<file path="config.mk">
export PLATFORM = sky130hd
export DESIGN_NAME = fetch_unit_flat
export DESIGN_NICKNAME = d
export VERILOG_FILES = /design/src/rtl/fetch_unit_if.sv /design/src/rtl/fetch_unit.sv /design/src/flat_wrapper.sv
export SDC_FILE = /design/constraint.sdc
export NUM_CORES = 1
export LEC_CHECK = 0
export CAP_MARGIN = 10
export CORE_AREA = 3 3 70 72
export CTS_CLUSTER_DIAMETER = 60
export DETAILED_ROUTE_END_ITERATION = 10
export DIE_AREA = 0 0 73 75
export PLACE_DENSITY = 0.67
export SLEW_MARGIN = 10
export SYNTH_ARGS = -nofsm -noshare
export SYNTH_HDL_FRONTEND = slang
export SYNTH_SLANG_ARGS = --single-unit
</file>
<file path="constraint.sdc">
create_clock -name clk -period 1.88 [get_ports clk]
set_input_delay 0.282 -clock clk [delete_from_list [all_inputs] [get_ports clk]]
set_output_delay 0.282 -clock clk [all_outputs]
set_load 0.1 [all_outputs]
</file>
<file path="src/rtl/fetch_unit_if.sv">
// Fetch-stage bus bundle.
// master : the fetch unit (drives pc and the IF/ID outputs, receives control and ins).
// slave  : the surrounding core / instruction memory.
// Signals:
//   start, stall, redirect, redirect_pc, halt : control into the fetch unit
//   pc, ins                                   : combinational instruction-memory port
//   if_ins, if_pc, if_valid                   : IF/ID register to the decoder
//   running, done                             : fetch state status
interface fetch_unit_if #(
    parameter int unsigned PCWIDTH  = 8,
    parameter int unsigned INSWIDTH = 16
);
    logic                start;
    logic                stall;
    logic                redirect;
    logic [PCWIDTH-1:0]  redirect_pc;
    logic                halt;
    logic [PCWIDTH-1:0]  pc;
    logic [INSWIDTH-1:0] ins;
    logic [INSWIDTH-1:0] if_ins;
    logic [PCWIDTH-1:0]  if_pc;
    logic                if_valid;
    logic                running;
    logic                done;

    modport master (
        input  start, stall, redirect, redirect_pc, halt, ins,
        output pc, if_ins, if_pc, if_valid, running, done
    );

    modport slave (
        output start, stall, redirect, redirect_pc, halt, ins,
        input  pc, if_ins, if_pc, if_valid, running, done
    );
endinterface

</file>
<file path="src/rtl/fetch_unit.sv">
// Instruction-fetch stage. Owns the program counter, presents it to a combinational
// instruction memory and captures the returned word into the IF/ID register.
// Ports:
//   clk  : clock, rising edge
//   rst  : asynchronous active-high reset
//   bus  : fetch_unit_if.master (control in, pc/ins memory port, IF/ID outputs, status)
// States: IDLE (wait for start), RUN (fetch), HALT (terminal until reset).
module fetch_unit #(
    parameter int unsigned         PCWIDTH  = 8,
    parameter int unsigned         INSWIDTH = 16,
    parameter int unsigned         CODESIZE = 8,
    parameter logic [PCWIDTH-1:0]  RESET_PC = '0,
    parameter logic [INSWIDTH-1:0] NOP_INS  = '0
) (
    input logic          clk,
    input logic          rst,
    fetch_unit_if.master bus
);

    // One extra bit so CODESIZE == 2**PCWIDTH is representable; the check then never fires
    // and pc wraps naturally.
    localparam logic [PCWIDTH:0]   CodeLimit = (PCWIDTH + 1)'(CODESIZE);
    localparam logic [PCWIDTH-1:0] PcOne     = PCWIDTH'(1);

    typedef enum logic [1:0] {StIdle, StRun, StHalt} state_e;

    state_e              state_q, state_d;
    logic [PCWIDTH-1:0]  pc_q, pc_d;
    logic [INSWIDTH-1:0] if_ins_q, if_ins_d;
    logic [PCWIDTH-1:0]  if_pc_q, if_pc_d;
    logic                if_valid_q, if_valid_d;

    always_ff @(posedge clk or posedge rst) begin
        if (rst) begin
            state_q    <= StIdle;
            pc_q       <= RESET_PC;
            if_ins_q   <= NOP_INS;
            if_pc_q    <= '0;
            if_valid_q <= 1'b0;
        end else begin
            state_q    <= state_d;
            pc_q       <= pc_d;
            if_ins_q   <= if_ins_d;
            if_pc_q    <= if_pc_d;
            if_valid_q <= if_valid_d;
        end
    end

    always_comb begin
        state_d    = state_q;
        pc_d       = pc_q;
        if_ins_d   = if_ins_q;
        if_pc_d    = if_pc_q;
        if_valid_d = if_valid_q;

        unique case (state_q)
            StIdle: begin
                if_valid_d = 1'b0;
                if (bus.start) begin
                    state_d = StRun;
                end
            end
            StRun: begin
                if (bus.halt) begin
                    state_d    = StHalt;
                    if_valid_d = 1'b0;
                    if_ins_d   = NOP_INS;
                end else if (bus.redirect) begin
                    // Wrong-path word at pc is dropped; if_pc records where the flush happened.
                    pc_d       = bus.redirect_pc;
                    if_pc_d    = pc_q;
                    if_valid_d = 1'b0;
                    if_ins_d   = NOP_INS;
                end else if (bus.stall) begin
                    // Hold everything.
                end else if ({1'b0, pc_q} >= CodeLimit) begin
                    state_d    = StHalt;
                    if_valid_d = 1'b0;
                    if_ins_d   = NOP_INS;
                end else begin
                    if_ins_d   = bus.ins;
                    if_pc_d    = pc_q;
                    if_valid_d = 1'b1;
                    pc_d       = pc_q + PcOne;
                end
            end
            StHalt: begin
                if_valid_d = 1'b0;
            end
            default: begin
                state_d    = StIdle;
                if_valid_d = 1'b0;
            end
        endcase
    end

    assign bus.pc       = pc_q;
    assign bus.if_ins   = if_ins_q;
    assign bus.if_pc    = if_pc_q;
    assign bus.if_valid = if_valid_q;
    assign bus.running  = (state_q == StRun);
    assign bus.done     = (state_q == StHalt);

endmodule
</file>
<file path="src/flat_wrapper.sv">
// flat-port wrapper written by rule: the top's interface ports become plain ports
module fetch_unit_flat 
#(
    parameter int unsigned         PCWIDTH  = 8,
    parameter int unsigned         INSWIDTH = 16,
    parameter int unsigned         CODESIZE = 8,
    parameter logic [PCWIDTH-1:0]  RESET_PC = '0,
    parameter logic [INSWIDTH-1:0] NOP_INS  = '0
)
  (clk, rst, bus_start, bus_stall, bus_redirect, bus_redirect_pc, bus_halt, bus_ins, bus_pc, bus_if_ins, bus_if_pc, bus_if_valid, bus_running, bus_done);
  fetch_unit_if #(.PCWIDTH(PCWIDTH), .INSWIDTH(INSWIDTH)) bus_i ();
  input logic clk;
  input logic rst;
  input wire logic [$bits(bus_i.start)-1:0] bus_start;
  input wire logic [$bits(bus_i.stall)-1:0] bus_stall;
  input wire logic [$bits(bus_i.redirect)-1:0] bus_redirect;
  input wire logic [$bits(bus_i.redirect_pc)-1:0] bus_redirect_pc;
  input wire logic [$bits(bus_i.halt)-1:0] bus_halt;
  input wire logic [$bits(bus_i.ins)-1:0] bus_ins;
  output wire logic [$bits(bus_i.pc)-1:0] bus_pc;
  output wire logic [$bits(bus_i.if_ins)-1:0] bus_if_ins;
  output wire logic [$bits(bus_i.if_pc)-1:0] bus_if_pc;
  output wire logic [$bits(bus_i.if_valid)-1:0] bus_if_valid;
  output wire logic [$bits(bus_i.running)-1:0] bus_running;
  output wire logic [$bits(bus_i.done)-1:0] bus_done;
  assign bus_i.start = bus_start;
  assign bus_i.stall = bus_stall;
  assign bus_i.redirect = bus_redirect;
  assign bus_i.redirect_pc = bus_redirect_pc;
  assign bus_i.halt = bus_halt;
  assign bus_i.ins = bus_ins;
  assign bus_pc = bus_i.pc;
  assign bus_if_ins = bus_i.if_ins;
  assign bus_if_pc = bus_i.if_pc;
  assign bus_if_valid = bus_i.if_valid;
  assign bus_running = bus_i.running;
  assign bus_done = bus_i.done;
  fetch_unit #(.PCWIDTH(PCWIDTH), .INSWIDTH(INSWIDTH), .CODESIZE(CODESIZE), .RESET_PC(RESET_PC), .NOP_INS(NOP_INS)) u_core (.clk(clk), .rst(rst), .bus(bus_i));
endmodule
</file>
==> metrics.txt <==
Final Cycle Share 97.2%; CP Class reg -> reg; gr usage total 14.3%; Mapped Nets 143; Initial Utilization 34.5%; commonest non-fill, non-tap cell in the layout buf_4; I/O pins 65; DRT antenna net count 0; Max clock buf depth 2; share of layout cells above drive strength 1 40.4%; DRC Markers 0; Peak VDD IR 0.000803 V; YS warnings 0; final core area utilization 53.6%; Post-Route WL 3760 um; # setup viols final 0; final estimated routing congestion in global placement 0.827; most frequent cells in the layout 41 x buf_4, 31 x dfrtp_1, 29 x clkdlybuf4s50_1, 17 x a22o_1; skew final 0.00577 ns; Starting DRT DRC Count 66; postcts setup bufs 0; Worst slew margin 75.3%; P per Cell Area 1820 nW/um2; Mapped Cells 111; Cell variety after synth 31; GRT Residual Overflow 0; Clock Latency Late Sink 0.28 ns; n_diodes 0; hold_buf cts 0; clk slew on worst S/H paths 0.07 ns; Hold WC Path Type in -> async; RSZ-0062 raised after global routing true; Die W 73 um; Lkg Pwr 1.12 nW; number of global-route vias before repair 1220; first-pass GRT wire length 5820 um; antenna violations before repair 0; TritonCTS clock tree yes; Via density 4.88; number of gates resized after CTS 0; WP data arrival 2.00 ns; Avg WL per Cell 15.7 um; type of origin of the critical path flop; Die H 75 um; Total Nets Final 220; max_cap viols 0; Seq cells post-synth 35; Tightest Pin Transition 0.369 ns; hold_ws 0.226 ns; Core Area 4350 um2; DP HPWL 2910 um; largest net degree at the start of global routing 17; total power 4.25 mW; synthesized area per cell 13.5 um2; synthesized cell area 1500 um2; Max Fclk 0.547 GHz; dpl cell area 2250 um2; vias 1172; Layout Area Growth over Synthesis 55.6%; Fill cells 369; Rows 24; Root Driver clkbuf_8; drt pass-1 iters 6; Critical Path RT 2.05 ns; htree depth 2; crit-path max FO 10; Die ar. 5480 um2; CP Capture Type flop; status completed; final slew viol count 0; # clock sinks 35; setup TNS 0 ns; post-synthesis sequential area ratio 58.4%; fin crit period 1.83 ns; Fin. Hold Viols 0; final instance area 2330 um2; IO buf count 64; CTS buffer count 5
[cells by family (layout without fill, tap and decap cells)]
logic type / Yosys count / after routing / synth area share (%)
and+or+nand+nor: 23 / 23 / 10.5
AOI/OAI and AO/OA: 33 / 33 / 18.8
muxes: 9 / 9 / 8.01
adders and majority gates: 2 / 2 / 1.67
DFF: 35 / 35 / 58.4
buffers and inverters: 9 / 86 / 2.67
[worst max-delay path, stage by stage, from the launching register on]
cell and delay, ns:
dfrtp_4 0.50, or4_4 0.56, nor3_4 0.18, o21ai_4 0.15, mux2_4 0.33
[final cells by class]
type | instances | area (um2) | share of cell area [%]
Timing Repair Buffer | 74 | 678 | 29.0
Multi-Input combinational cell | 67 | 602 | 25.8
Sequential cell | 35 | 883 | 37.8
Clock inverter | 1 | 5.00 | 0.214
Clock buffer | 6 | 82.6 | 3.54
Inverter | 5 | 18.8 | 0.804
Tap cell | 52 | 65.1 | 2.79
[worst paths after layout]
kind | cells after the start | slack (ns) | start | endpoint
worst max-delay path | 4 | 0.05 | u_core.bus.pc[3] | u_core.bus.if_pc[4]
worst min-delay path | 2 | 0.23 | rst | u_core.bus.pc[7]
worst max register to register | 4 | 0.05 | u_core.bus.pc[3] | u_core.bus.if_pc[4]
worst min register to register | 1 | 0.51 | u_core.bus.if_ins[9] | u_core.bus.if_ins[9]
max in group asynchronous | 3 | 1.16 | rst | u_core.bus.pc[4]
min in group clk | 1 | 0.51 | u_core.bus.if_ins[9] | u_core.bus.if_ins[9]
[flip-flops by register name, summed over array words and instances (netlist names)]
register / cells
u_core.bus.if_ins: 16
u_core.bus.if_pc: 8
u_core.state_q: 2
u_core.bus.if_valid: 1
u_core.bus.pc: 8
[per-layer routing]
layer / GRT usage (%) / part of all wire [%] / vias up / wire length (um)
li1: - / - / 561 / -
met3: 3.34 / 6.9 / 5 / 259
met4: 6.15 / 1.5 / 0 / 55
met1: 18.1 / 43 / 554 / 1610
met5: 0 / 0 / - / 0
met2: 23.4 / 49 / 52 / 1830
[where the power goes]
part           internal [mW]  switching [mW]
registers              0.964           0.218
clock network          0.287           0.260
logic                  0.695            1.82
total                   1.95            2.30
[metrics by stage]
step	setup WS [ns]	instances
floorplan	-0.102	111
global placement	0.0975	233
detailed placement	0.0651	233
CTS	0.0538	240
global route	-0.0172	240
finish	0.0532	240
[cells in the mapped netlist]
library cell / n / share of area, %
a22o_1: 17 / 9.9
or4_4: 1 / 0.75
buf_2: 2 / 0.67
and3_1: 1 / 0.42
inv_1: 5 / 1.3
a21oi_1: 2 / 0.67
nor4_1: 1 / 0.42
o22a_1: 1 / 0.58
a311oi_1: 1 / 0.58
o21ai_4: 1 / 1.1
a2bb2oi_1: 1 / 0.58
o31ai_1: 2 / 1.0
ha_1: 2 / 1.7
nor2_1: 6 / 1.5
a32oi_1: 1 / 0.58
mux2_2: 4 / 3.0
a22oi_1: 2 / 1.0
clkbuf_1: 1 / 0.25
and2_1: 1 / 0.42
nor3_1: 1 / 0.33
nor3_4: 2 / 2.2
nand2b_1: 3 / 1.3
buf_4: 1 / 0.50
dfrtp_1: 35 / 58
o21ai_0: 1 / 0.33
a31oi_1: 1 / 0.42
nand2_1: 3 / 0.75
nor2b_1: 3 / 1.3
nor3b_4: 1 / 1.3
mux2_4: 5 / 5.0
a22o_2: 3 / 2.0
No activity file was read; power rests on OpenSTA's default activity.
